===== src/rtl/rv_defs.sv =====
// rv_defs: definitions shared by the uRV decode and execute stages.
//   OPC_*      5-bit major opcodes, i.e. ir[6:2].
//   imm_fmt_e  immediate encoding format that an opcode selects.
//   opc_legal  1 when ir[1:0] is 2'b11 and ir[6:2] is a supported opcode.
package rv_defs;

    localparam logic [4:0] OPC_LOAD     = 5'b00000;
    localparam logic [4:0] OPC_MISC_MEM = 5'b00011;
    localparam logic [4:0] OPC_OP_IMM   = 5'b00100;
    localparam logic [4:0] OPC_AUIPC    = 5'b00101;
    localparam logic [4:0] OPC_STORE    = 5'b01000;
    localparam logic [4:0] OPC_OP       = 5'b01100;
    localparam logic [4:0] OPC_LUI      = 5'b01101;
    localparam logic [4:0] OPC_BRANCH   = 5'b11000;
    localparam logic [4:0] OPC_JALR     = 5'b11001;
    localparam logic [4:0] OPC_JAL      = 5'b11011;
    localparam logic [4:0] OPC_SYSTEM   = 5'b11100;

    typedef enum logic [2:0] {
        IMM_NONE,
        IMM_I,
        IMM_S,
        IMM_B,
        IMM_U,
        IMM_J
    } imm_fmt_e;

    function automatic logic opc_legal(input logic [31:0] ir);
        logic known;
        case (ir[6:2])
            OPC_LOAD, OPC_MISC_MEM, OPC_OP_IMM, OPC_AUIPC, OPC_STORE,
            OPC_OP, OPC_LUI, OPC_BRANCH, OPC_JALR, OPC_JAL, OPC_SYSTEM:
                known = 1'b1;
            default:
                known = 1'b0;
        endcase
        return known && (ir[1:0] == 2'b11);
    endfunction

endpackage


===== src/rtl/rv_imm_gen.sv =====
// rv_imm_gen: combinational immediate extraction for one instruction word.
//   ir_i     in   32  raw instruction word
//   imm_o    out  32  sign-extended (or U-type shifted) immediate, 0 if none
//   fmt_o    out  3   immediate format selected by the opcode
//   legal_o  out  1   instruction encoding is supported
module rv_imm_gen
    import rv_defs::*;
(
    input  logic [31:0] ir_i,
    output logic [31:0] imm_o,
    output imm_fmt_e    fmt_o,
    output logic        legal_o
);

    always_comb begin
        imm_o = '0;
        fmt_o = IMM_NONE;
        case (ir_i[6:2])
            OPC_LOAD, OPC_OP_IMM, OPC_JALR, OPC_SYSTEM: begin
                fmt_o = IMM_I;
                imm_o = {{20{ir_i[31]}}, ir_i[31:20]};
            end
            OPC_STORE: begin
                fmt_o = IMM_S;
                imm_o = {{20{ir_i[31]}}, ir_i[31:25], ir_i[11:7]};
            end
            OPC_BRANCH: begin
                fmt_o = IMM_B;
                imm_o = {{19{ir_i[31]}}, ir_i[31], ir_i[7], ir_i[30:25], ir_i[11:8], 1'b0};
            end
            OPC_LUI, OPC_AUIPC: begin
                fmt_o = IMM_U;
                imm_o = {ir_i[31:12], 12'b0};
            end
            OPC_JAL: begin
                fmt_o = IMM_J;
                imm_o = {{11{ir_i[31]}}, ir_i[31], ir_i[19:12], ir_i[20], ir_i[30:21], 1'b0};
            end
            default: begin
                fmt_o = IMM_NONE;
                imm_o = '0;
            end
        endcase
    end

    assign legal_o = opc_legal(ir_i);

endmodule


===== src/rtl/rv_decode.sv =====
// rv_decode: uRV decode stage between fetch and execute.
//   clk_i, rst_n_i                  clock, synchronous active-low reset
//   f_ir_i, f_pc_i, f_ir_valid_i    instruction from fetch
//   f_stall_o                       stall request to fetch (combinational)
//   x_stall_i, x_kill_i             hold / flush requests from execute
//   rf_rs1_o, rf_rs2_o              RF read addresses (combinational)
//   d_*                             registered decoded bundle for execute
module rv_decode
    import rv_defs::*;
#(
    parameter bit          WITH_INTERLOCK = 1'b1,
    parameter logic [31:0] RESET_PC       = 32'h0
) (
    input  logic        clk_i,
    input  logic        rst_n_i,
    input  logic [31:0] f_ir_i,
    input  logic [31:0] f_pc_i,
    input  logic        f_ir_valid_i,
    output logic        f_stall_o,
    input  logic        x_stall_i,
    input  logic        x_kill_i,
    output logic [4:0]  rf_rs1_o,
    output logic [4:0]  rf_rs2_o,
    output logic        d_valid_o,
    output logic [31:0] d_pc_o,
    output logic [31:0] d_ir_o,
    output logic [4:0]  d_opcode_o,
    output logic [2:0]  d_fun3_o,
    output logic [4:0]  d_rs1_o,
    output logic [4:0]  d_rs2_o,
    output logic [4:0]  d_rd_o,
    output logic [31:0] d_imm_o,
    output logic        d_is_load_o,
    output logic        d_is_store_o,
    output logic        d_is_branch_o,
    output logic        d_illegal_o
);

    // Replay slot: holds the one instruction fetch handed over while stalled.
    logic        slot_valid_q, slot_valid_d;
    logic [31:0] slot_ir_q, slot_ir_d;
    logic [31:0] slot_pc_q, slot_pc_d;

    logic        d_valid_q, d_valid_d;
    logic [31:0] d_pc_q, d_pc_d;
    logic [31:0] d_ir_q, d_ir_d;
    logic [31:0] d_imm_q, d_imm_d;
    logic        d_is_load_q, d_is_load_d;
    logic        d_is_store_q, d_is_store_d;
    logic        d_is_branch_q, d_is_branch_d;
    logic        d_illegal_q, d_illegal_d;

    logic        src_valid;
    logic [31:0] src_ir;
    logic [31:0] src_pc;
    logic [4:0]  src_opc;
    logic [31:0] src_imm;
    imm_fmt_e    src_fmt;
    logic        src_legal;
    logic        uses_rs1, uses_rs2, hazard;

    assign src_valid = slot_valid_q ? 1'b1      : f_ir_valid_i;
    assign src_ir    = slot_valid_q ? slot_ir_q : f_ir_i;
    assign src_pc    = slot_valid_q ? slot_pc_q : f_pc_i;
    assign src_opc   = src_ir[6:2];

    assign rf_rs1_o = src_ir[19:15];
    assign rf_rs2_o = src_ir[24:20];

    rv_imm_gen u_imm_gen (
        .ir_i    (src_ir),
        .imm_o   (src_imm),
        .fmt_o   (src_fmt),
        .legal_o (src_legal)
    );

    assign uses_rs1 = !(src_opc == OPC_LUI || src_opc == OPC_AUIPC || src_opc == OPC_JAL);
    assign uses_rs2 = (src_opc == OPC_STORE || src_opc == OPC_OP || src_opc == OPC_BRANCH);

    assign hazard = WITH_INTERLOCK && src_valid && d_valid_q && d_is_load_q &&
                    (d_ir_q[11:7] != 5'd0) &&
                    ((uses_rs1 && src_ir[19:15] == d_ir_q[11:7]) ||
                     (uses_rs2 && src_ir[24:20] == d_ir_q[11:7]));

    assign f_stall_o = x_stall_i || hazard || slot_valid_q;

    always_comb begin
        d_valid_d     = d_valid_q;
        d_pc_d        = d_pc_q;
        d_ir_d        = d_ir_q;
        d_imm_d       = d_imm_q;
        d_is_load_d   = d_is_load_q;
        d_is_store_d  = d_is_store_q;
        d_is_branch_d = d_is_branch_q;
        d_illegal_d   = d_illegal_q;
        slot_valid_d  = slot_valid_q;
        slot_ir_d     = slot_ir_q;
        slot_pc_d     = slot_pc_q;

        if (x_kill_i) begin
            d_valid_d = 1'b0;
        end else if (x_stall_i) begin
            // hold the bundle
        end else if (hazard) begin
            d_valid_d = 1'b0;
        end else begin
            d_valid_d     = src_valid;
            d_pc_d        = src_pc;
            d_ir_d        = src_ir;
            d_imm_d       = src_imm;
            d_is_load_d   = (src_opc == OPC_LOAD);
            d_is_store_d  = (src_fmt == IMM_S);
            d_is_branch_d = (src_fmt == IMM_B);
            d_illegal_d   = !src_legal;
        end

        // An empty slot catches whatever fetch offers while we stall; the
        // slot drains only on a cycle where the bundle actually advances.
        if (x_kill_i) begin
            slot_valid_d = 1'b0;
        end else if (f_stall_o && !slot_valid_q && f_ir_valid_i) begin
            slot_valid_d = 1'b1;
            slot_ir_d    = f_ir_i;
            slot_pc_d    = f_pc_i;
        end else if (!x_stall_i && !hazard) begin
            slot_valid_d = 1'b0;
        end
    end

    always_ff @(posedge clk_i) begin
        if (!rst_n_i) begin
            d_valid_q     <= 1'b0;
            d_pc_q        <= RESET_PC;
            d_ir_q        <= '0;
            d_imm_q       <= '0;
            d_is_load_q   <= 1'b0;
            d_is_store_q  <= 1'b0;
            d_is_branch_q <= 1'b0;
            d_illegal_q   <= 1'b0;
            slot_valid_q  <= 1'b0;
            slot_ir_q     <= '0;
            slot_pc_q     <= '0;
        end else begin
            d_valid_q     <= d_valid_d;
            d_pc_q        <= d_pc_d;
            d_ir_q        <= d_ir_d;
            d_imm_q       <= d_imm_d;
            d_is_load_q   <= d_is_load_d;
            d_is_store_q  <= d_is_store_d;
            d_is_branch_q <= d_is_branch_d;
            d_illegal_q   <= d_illegal_d;
            slot_valid_q  <= slot_valid_d;
            slot_ir_q     <= slot_ir_d;
            slot_pc_q     <= slot_pc_d;
        end
    end

    assign d_valid_o     = d_valid_q;
    assign d_pc_o        = d_pc_q;
    assign d_ir_o        = d_ir_q;
    assign d_opcode_o    = d_ir_q[6:2];
    assign d_fun3_o      = d_ir_q[14:12];
    assign d_rs1_o       = d_ir_q[19:15];
    assign d_rs2_o       = d_ir_q[24:20];
    assign d_rd_o        = d_ir_q[11:7];
    assign d_imm_o       = d_imm_q;
    assign d_is_load_o   = d_is_load_q;
    assign d_is_store_o  = d_is_store_q;
    assign d_is_branch_o = d_is_branch_q;
    assign d_illegal_o   = d_illegal_q;

endmodule

===== config.mk =====
export PLATFORM = sky130hd
export DESIGN_NAME = rv_decode
export DESIGN_NICKNAME = d
export VERILOG_FILES = /design/src/rtl/rv_defs.sv /design/src/rtl/rv_imm_gen.sv /design/src/rtl/rv_decode.sv
export SDC_FILE = /design/constraint.sdc
export NUM_CORES = 1
export LEC_CHECK = 0
export CAP_MARGIN = 10
export CORE_ASPECT_RATIO = 0.7
export CORE_MARGIN = 2
export CORE_UTILIZATION = 51
export DETAILED_ROUTE_END_ITERATION = 10
export GPL_TIMING_DRIVEN = 0
export PLACE_DENSITY_LB_ADDON = 0.15
export SYNTH_ARGS = -nofsm -noshare
export SYNTH_HDL_FRONTEND = slang
export SYNTH_SLANG_ARGS = --single-unit

===== constraint.sdc =====
create_clock -name clk_i -period 5.5 [get_ports clk_i]
set_input_delay 1.65 -clock clk_i [delete_from_list [all_inputs] [get_ports clk_i]]
set_output_delay 1.65 -clock clk_i [all_outputs]
set_load 0.01 [all_outputs]

==> flow_results.org, run 1 <==
** Timing
- Between clock sinks in the finished design, the worst skew comes to 0.00668 ns.
- At the pin with the least slew margin, the transition time is 0.883 ns.
- On the final layout, the worst hold slack is 0.458 ns.
- Measured against its own limit, the worst slew margin works out to 40.5%.
- F_max :: 183 MHz
- Final count of hold timing violations :: 0
- Minimum clock period :: 5.46 ns
- Number of failing setup endpoints in the final timing report :: 0
- Summed over all failing endpoints, the final setup total negative slack is 0 ns.
- PnR worst setup slack :: 0.0378 ns
- The worst path uses 99.3% of the clock period.
- Total count of max-transition violations in the final report :: 0
- Unrepaired setup endpoints after global routing :: no

** Finish
- The post-route netlist has 12.2% of its cells at a drive strength greater than 1.
- Most common library cell in the layout ignoring fill and taps :: sky130_fd_sc_hd__clkdlybuf4s50_1
- Summing all non-filler instances in the final layout gives an area of 11800 um2.
- The multi-input combinational cells in the finished layout cover a total of 4560 um2.
- Number of non-filler instances in the completed layout :: 1442
- Commonest cells after routing, fill and taps aside :: sky130_fd_sc_hd__clkdlybuf4s50_1, sky130_fd_sc_hd__nand2_1, sky130_fd_sc_hd__dfxtp_1, sky130_fd_sc_hd__mux2i_1, sky130_fd_sc_hd__a21oi_1
- Number of filler instances in the final layout :: 1323
- # diodes :: 0
- Fraction of the core area covered by cells at the end of the flow :: 71.9%
- FF+latch area :: 3320 um2
- In the final design database the tool counted 1276 nets.
- Area growth, synth to finish :: 37.1%

** Clock tree
- The clock passes through at most 2 buffers.
- Buffer type at the clock tree root :: sky130_fd_sc_hd__clkbuf_16
- The clock tree synthesis step divided the H-tree into 4 levels.
- Clock tree from TritonCTS :: yes
- Counting the buffers created by CTS gives 17.
- Clock sink total :: 166
- Hold repair after CTS inserted 0 buffers.
- At the later pin of the worst-skew pair, clock insertion delay measures 0.44 ns.
- Clock transition at the register clock pins on the worst setup and hold paths after CTS :: 0.07 ns

** Hold path
- Class of the tightest hold or removal check :: flip-flop to flip-flop
- Counting instances, the worst hold path has a depth of 2.
- For hold timing, the worst endpoint is slot_pc_q[8]$_SDFFE_PN0P_.
- In this run the most critical hold path is launched from slot_pc_q[8]$_SDFFE_PN0P_.

** Placed design
- Input/output buffers :: 202
- Counting tap cells, the placed design contains a total of 1396 instances.
- Prior to clock tree synthesis, the placed netlist has a worst setup slack of -0.815 ns.
- Cell area after placement :: 10900 um2
- Weighted congestion at the end of routability-driven global placement :: 0.954
- HPWL Detailed :: 20100 um

** Logic synthesis
- Sequential cells were found to cover 38.6% of the synthesized design area.
- Area fraction in compound gates after synthesis :: 15.4%
- Post-synthesis simple-gate area fraction :: 14.7%
- Fraction of synthesized cell area in xor and xnor cells :: 1.02%
- Number of synthesized register bits :: 166
- By area, the combinational part of the netlist is dominated by multiplexers.
- After technology mapping, the gate count stands at 969.
- Averaged over all synthesized cells, the footprint is 8.88 um2.
- The mapped netlist covers 8600 um2.
- Summing the areas of all fa, ha and maj instances in the mapped netlist gives 0.436% of the synthesized area.
- Count of distinct cell types in the synthesized netlist :: 45
- Synthesis Warnings :: 0
- Post-synthesis mux area share :: 19.6%
- Synthesis produced a netlist with a net count of 1041.

** Routing
- Via density per instance :: 5.79
- Detailed Routing Iterations Pass 1 :: 5
- Total wirelength of the detailed-routed design :: 27500 um
- Antenna Violating Nets Remaining :: 0
- Initial drt markers :: 962
- Routed wire per std cell :: 19.1 um
- Post-route DRC violation count :: 0
- Total number of vias :: 8354

** Setup path
- The worst setup path is captured at an output port.
- Data on the critical path arrives at its endpoint at 3.81 ns.
- The setup path with the least slack is of type input pin to output port.
- Worst Reg-to-Reg Cells :: 14
- STA puts the critical path data required time at 3.85 ns.
- In this run the worst path has a maximum fanout of 10.
- The endpoint identified for the worst register-to-register timing path is d_imm_o[21]$_SDFFE_PN0P_.
- The worst setup path is launched from an input pin.
- The startpoint identified for the worst register-to-register timing path is slot_valid_q$_SDFFE_PP0P_.
- The worst register-to-register path has a setup slack of 1.65 ns.

** Die
- Y dimension of the die :: 113 um
- Die width :: 159 um
- Floorplan die area :: 17900 um2
- Row generation in the floorplan step produced 39 rows.
- Initial Utilization :: 52.5%
- The core region is 16400 um2.
- During I/O placement, the number of pins put on the boundary was 204.

** Pwr
- Static leakage power :: 4.40 nW
- IR analysis of the VDD net gives a maximum drop of 0.210 mV.
- Overall power :: 3.06 mW
- Power density of the placed cells :: 260 nW/um2

** GRT
- The number of global-route vias before repair is 7655.
- Entering global routing, the biggest net connects 22 pins.
- Total overflow reported by the global router :: 0
- The number of antenna violations at the first check in global routing is 0.
- The first global-routing pass estimated 42100 um of wire.
- Across every metal layer, demand over resource in global routing totals 29.8%.

** Flow run
- Across the run, the number of max-cap violations was 0.

** Status
- The run finished with clean final reports.
[sequential cells by signal, summed over array words and instances (netlist names)]
name	cells
slot_ir_q	32
d_pc_o	32
slot_valid_q	1
d_valid_o	1
slot_pc_q	32
d_is_branch_o	1
d_illegal_o	1
d_ir_o	32
d_is_store_o	1
d_imm_o	32
d_is_load_o	1
[per-layer routing]
layer | vias up | part of all wire (%) | GRT usage, %
met5 | - | 0 | 0
met4 | 0 | 2.2 | 10.0
met3 | 56 | 9.1 | 6.65
met2 | 441 | 43 | 44.6
met1 | 3971 | 46 | 42.6
li1 | 3886 | - | -
[how the worst max path moves through the flow]
stage | depth (start not counted) | slack, ns | startpoint | end
floorplan | 9 | 0.50 | f_ir_i[3] | f_stall_o
global placement | 12 | -0.77 | f_ir_i[3] | f_stall_o
detailed placement | 12 | -0.81 | f_ir_i[3] | f_stall_o
CTS | 9 | 0.05 | f_ir_i[24] | f_stall_o
global route | 10 | 0.006 | f_ir_i[22] | f_stall_o
finish | 10 | 0.04 | f_ir_i[23] | f_stall_o
[layout make-up]
cell class,count,share of cell area (%)
clock buffers,18,3.72
inverters,13,0.435
clock inverters,14,1.60
multi-input cells,665,38.6
plain buffers,123,6.82
repair buffers,218,18.2
flip-flops and latches,166,28.2
well taps,225,2.39
[repair_timing]
action                     in CTS  in global routing
setup buffers                   5                 11
setup endpoints to repair       1                  1
hold endpoints to repair        0                  0
gates cloned                    0                  1
resized for setup              23                  8
pin swaps                       3                  3
[critical path: stages]
cell and delay, ns:
sky130_fd_sc_hd__clkdlybuf4s50_1 0.47, sky130_fd_sc_hd__mux2i_4 0.25, sky130_fd_sc_hd__xnor2_2 0.15, sky130_fd_sc_hd__nor4_2 0.07, sky130_fd_sc_hd__buf_4 0.15, sky130_fd_sc_hd__a41o_1 0.26, sky130_fd_sc_hd__buf_6 0.13, sky130_fd_sc_hd__buf_6 0.13
sky130_fd_sc_hd__or3_1 0.31, sky130_fd_sc_hd__clkdlybuf4s15_2 0.23
[report_power, final]
part / internal (mW) / total, mW / leakage (nW) / switching (mW)
Clock: 0.739 / 1.29 / 0.305 / 0.550
Sequential: 1.25 / 1.28 / 1.35 / 0.0336
Combinational: 0.242 / 0.495 / 2.74 / 0.252
Total: 2.23 / 3.06 / 4.40 / 0.836
[synth_stat cells (all sizes together)]
master	count	area share [%]
a32oi	1	0.19
o211a	1	0.12
a22oi	1	0.087
a31oi	1	0.073
a21oi	78	4.5
nand2b	1	0.073
mux2	11	1.5
o211ai	23	2.0
a21boi	1	0.087
nand3	3	0.17
nand2	178	7.8
a41o	1	0.12
buf	70	7.1
a21o	1	0.087
o31ai	66	5.8
nand4	1	0.073
or4	42	3.7
xnor2	10	1.0
nor2b	7	0.51
nor3b	1	0.087
a2111oi	1	0.10
dfxtp	166	39
clkbuf	56	2.5
or3	3	0.22
nor3	6	0.54
ha	3	0.44
nor2	30	1.3
nor4	1	0.15
and4b	1	0.16
o21ai	33	1.9
a221oi	1	0.10
o221ai	1	0.10
mux2i	155	18
a22o	1	0.10
inv	13	0.57
[cell families (layout without fill, tap and decap cells)]
logic type | count (synthesis) | count (layout)
flops | 166 | 166
fa+ha+maj | 3 | 3
buf+inv | 139 | 386
xor+xnor | 10 | 10
simple gates | 274 | 275
compound gates | 211 | 211
mux | 166 | 166
No activity file was read; power rests on OpenSTA's default activity.
==> run 2: changes to the inputs <==
--- a/config.mk
+++ b/config.mk
@@ -8,7 +8,7 @@
 export CAP_MARGIN = 10
 export CORE_ASPECT_RATIO = 0.7
 export CORE_MARGIN = 2
-export CORE_UTILIZATION = 51
+export CORE_UTILIZATION = 30
 export DETAILED_ROUTE_END_ITERATION = 10
 export GPL_TIMING_DRIVEN = 0
 export PLACE_DENSITY_LB_ADDON = 0.15
==> constraint.sdc (replaced) <==
create_clock -name clk_i -period 5.5 [get_ports clk_i]
set_input_delay 1.65 -clock clk_i [delete_from_list [all_inputs] [get_ports clk_i]]
set_output_delay 1.65 -clock clk_i [all_outputs]
set_load 0.02 [all_outputs]
==> run 2 against run 1 <==
Against the previous run: first-iteration DRC count decreased by 51%; power rose by 2.9%; die area increased by 68%; clock power up 4%; final area rose by 1.4%; via count fell by 4.1%; critical path type unchanged; critical endpoint unchanged.
==> flow_results.org, run 2 (same netlist as run 1, synthesis figures left out) <==
** Setup path
- Worst setup path end :: f_stall_o
- In this run the critical register-to-register path is launched from slot_valid_q$_SDFFE_PP0P_.
- The arrival time of data at the critical path endpoint is 3.80 ns (about the same).
- The data required time at the worst endpoint is 3.85 ns (about the same).
- The worst setup path is of the input pin to output port kind.
- Crit-path cells :: clkdlybuf4s50_1 -> mux2i_2 -> xnor2_1 -> nor3_4 -> a41o_1 -> buf_6 -> buf_6 -> or3_1 -> buf_4
- Reg2reg setup slack :: 1.68 ns (+0.03 ns)
- The worst register-to-register path ends at d_imm_o[17]$_SDFFE_PN0P_.
- Slowest library cell on the worst path :: sky130_fd_sc_hd__clkdlybuf4s50_1
- Stage delay of the slowest cell on the critical path :: 0.45 ns (-0.02 ns)
- Kind of launch point of the worst setup path :: input pin
- The worst-path maximum fanout came to 10 (unchanged).
- Cell type with the highest occurrence count on the critical path :: sky130_fd_sc_hd__buf_6
- Element type at the critical path end :: output port
- The critical path starts at f_ir_i[20].
- The depth of the worst register-to-register path came to 14 (unchanged).

** Timing
- The final max-slew violation count was 0 (unchanged).
- Setup repair after global routing left no endpoint under its margin.
- The number of hold violations in the final report was 0 (unchanged).
- The headroom to the max-slew limit is 43.0% (+2.4 points).
- Final-layout worst hold slack :: 0.457 ns (-0.00130 ns)
- The top achievable clock speed is 184 MHz (+0.26%).
- Largest clock skew in the final design :: 0.00830 ns (+0.00163 ns)
- The worst-case setup margin in the final layout came to 0.0519 ns (+0.0142 ns).
- The setup-violating endpoint count in the final report was 0 (unchanged).
- Minimum clock period :: 5.45 ns (-0.0142 ns)
- The transition time at the pin with the least slew margin is 0.856 ns (-0.0269 ns).
- The post-route fraction of the period consumed by the critical path was 99.1% (-0.26 points).

** Routing
- The detailed-route wire length is 31300 um (+14%).
- Post-route DRC violation count :: 0 (unchanged)
- The detailed route wirelength on metal3 came to 1920 um (-23%).
- Antenna Violating Nets Remaining :: 0 (unchanged)
- Uppermost layer routed :: met4
- Detailed Routing Iterations Pass 1 :: 5 (unchanged)
- Met2 wire length :: 13300 um (+13%)
- The average wire per standard cell was 19.8 um (+3.6%).
- The average vias per placed instance is 5.05 (-13%).
- The total via count in the routed design is 8009 (-4.1%).
- Wire length on met1 :: 15800 um (+26%)
- The number of design-rule violations left by the first detailed-router iteration is 474 (-51%).

** Die
- The floorplan die area was 30100 um2 (+68%).
- Initial Utilization :: 30.7% (-22 points)
- The die height was 146 um (+29%).
- Site Rows :: 51 (+31%)
- Core Box Area :: 28000 um2 (+71%)
- The die boundary width is 206 um (+30%).
- Top Ports :: 204 (unchanged)

** GRT
- Number of antenna violations at the first check in global routing :: 0 (unchanged)
- Via count of the first global-routing pass :: 7793 (+1.8%)
- Total overflow reported by the global router :: 0 (unchanged)
- Total Routing Usage GR :: 20.5% (-9.4 points)
- Pin count of the biggest net entering global routing :: 20 (-9.1%)
- The first-pass GRT wire length was 46600 um (+11%).

** Hold path
- The min-delay analysis places its worst path in the category flip-flop to flip-flop.

** Placed design
- The pre-CTS setup slack was -0.886 ns (-0.0716 ns).
- Weighted congestion at the end of routability-driven global placement :: 0.847 (-11%)
- HPWL Detailed :: 23500 um (+17%)
- Cell area after placement :: 11100 um2 (+1.7%)
- The count of input and output buffers is 202 (unchanged).

** Clock tree
- Clock tree from TritonCTS :: yes
- The cell sitting at the root of the clock tree is a sky130_fd_sc_hd__clkbuf_16.
- Level count of the clock H-tree :: 4 (unchanged)
- Largest buffer count on any clock path :: 2 (unchanged)
- Clock sink total :: 166 (unchanged)
- Clock transition at the register clock pins on the worst setup and hold paths after CTS :: 0.06 ns (about the same)
- The clock network latency to the later pin of the worst-skew pair came to 0.44 ns (about the same).
- The total clock buffers created by CTS came to 17 (unchanged).

** Pwr
- Net switching power :: 857 uW (+2.6%)
- The fraction of power consumed by combinational cells came to 16.8% (+0.7 points).
- Sw Ratio :: 27.2% (-0.092 points)
- Clock network power share :: 42.6% (+0.5 points)
- IR drop worst, VDD :: 0.174 mV (-17%)
- Overall power :: 3.15 mW (+2.9%)
- Power density of the placed cells :: 264 nW/um2 (+1.5%)
- Cell-internal power :: 2.30 mW (+3.1%)
- Static leakage power :: 4.37 nW (-0.64%)
- The part of the power in registers came to 40.6% (-1.2 points).

** Finish
- The total inserted antenna cells came to 0 (unchanged).
- The fraction of final layout cells with drive strength greater than 1 is 12.1% (-0.13 points).
- Area growth, synth to finish :: 39.0%
- The utilization of the core after routing was 42.7% (-29 points).
- Commonest cells after routing, fill and taps aside :: sky130_fd_sc_hd__clkdlybuf4s50_1, sky130_fd_sc_hd__nand2_1, sky130_fd_sc_hd__dfxtp_1, sky130_fd_sc_hd__mux2i_1, sky130_fd_sc_hd__a21oi_1
- Most common library cell in the layout ignoring fill and taps :: sky130_fd_sc_hd__clkdlybuf4s50_1
- Fin nets :: 1273 (-0.24%)
- The cell area after layout is 12000 um2 (+1.4%).

** Status
- Result of the run :: finished, final reports clean

** Flow run
- The number of maximum-capacitance violations is 0 (unchanged).
## run 2: layout make-up
type,count,area [um2]
inverters,13,51.3
repair buffers,215,2120
multi-input cells,665,4550
clock inverters,11,170
flip-flops and latches,166,3320
plain buffers,123,805
clock buffers,21,480
fillers,2796,16100
well taps,371,464
## run 2: what timing repair did
item | in CTS | in global routing
buffers inserted | 7 | 6
hold buffers | 0 | 0
pin swaps | 3 | 4
cloned | 0 | 1
setup endpoints to repair | 1 | 1
gates resized for setup | 24 | 8
## run 2: critical path, delay by kind of cell
family          cells  cell delay (ns)
buf+inv             4             0.88
simple gates        2             0.41
mux                 1             0.34
compound gates      1             0.27
xor+xnor            1             0.24
## run 2: power by group through the flow
stage	combinational [mW]	clock (mW)	sequential, mW
after floorplan	0.253	0	1.33
after global placement	0.505	0	1.31
after detailed placement	0.508	0	1.31
after CTS	0.523	1.37	1.28
after global routing	0.566	1.42	1.29
final	0.528	1.34	1.28
## run 2: per-layer routing
metal	vias up	track usage [%]
li1	3880	-
met1	3862	30.8
met2	245	29.6
met3	22	4.72
met4	0	3.54
met5	-	0
## run 2: worst min path at each step
stage / depth (start not counted) / slack (ns) / end / startpoint
finish: 2 / 0.46 / slot_pc_q[14]$_SDFFE_PN0P_ / slot_pc_q[14]$_SDFFE_PN0P_
global route: 2 / 0.47 / slot_pc_q[16]$_SDFFE_PN0P_ / slot_pc_q[16]$_SDFFE_PN0P_
CTS: 2 / 0.46 / slot_ir_q[15]$_SDFFE_PN0P_ / slot_ir_q[15]$_SDFFE_PN0P_
detailed placement: 2 / 0.45 / slot_ir_q[10]$_SDFFE_PN0P_ / slot_ir_q[10]$_SDFFE_PN0P_
global placement: 2 / 0.44 / slot_ir_q[29]$_SDFFE_PN0P_ / slot_ir_q[29]$_SDFFE_PN0P_
floorplan: 2 / 0.43 / slot_ir_q[25]$_SDFFE_PN0P_ / slot_ir_q[25]$_SDFFE_PN0P_
## run 2: per-stage QoR
step	cells	TNS (ns)
floorplan	969	0
global route	1585	0
global placement	1542	-0.851
detailed placement	1542	-0.886
finish	1585	0
CTS	1579	0
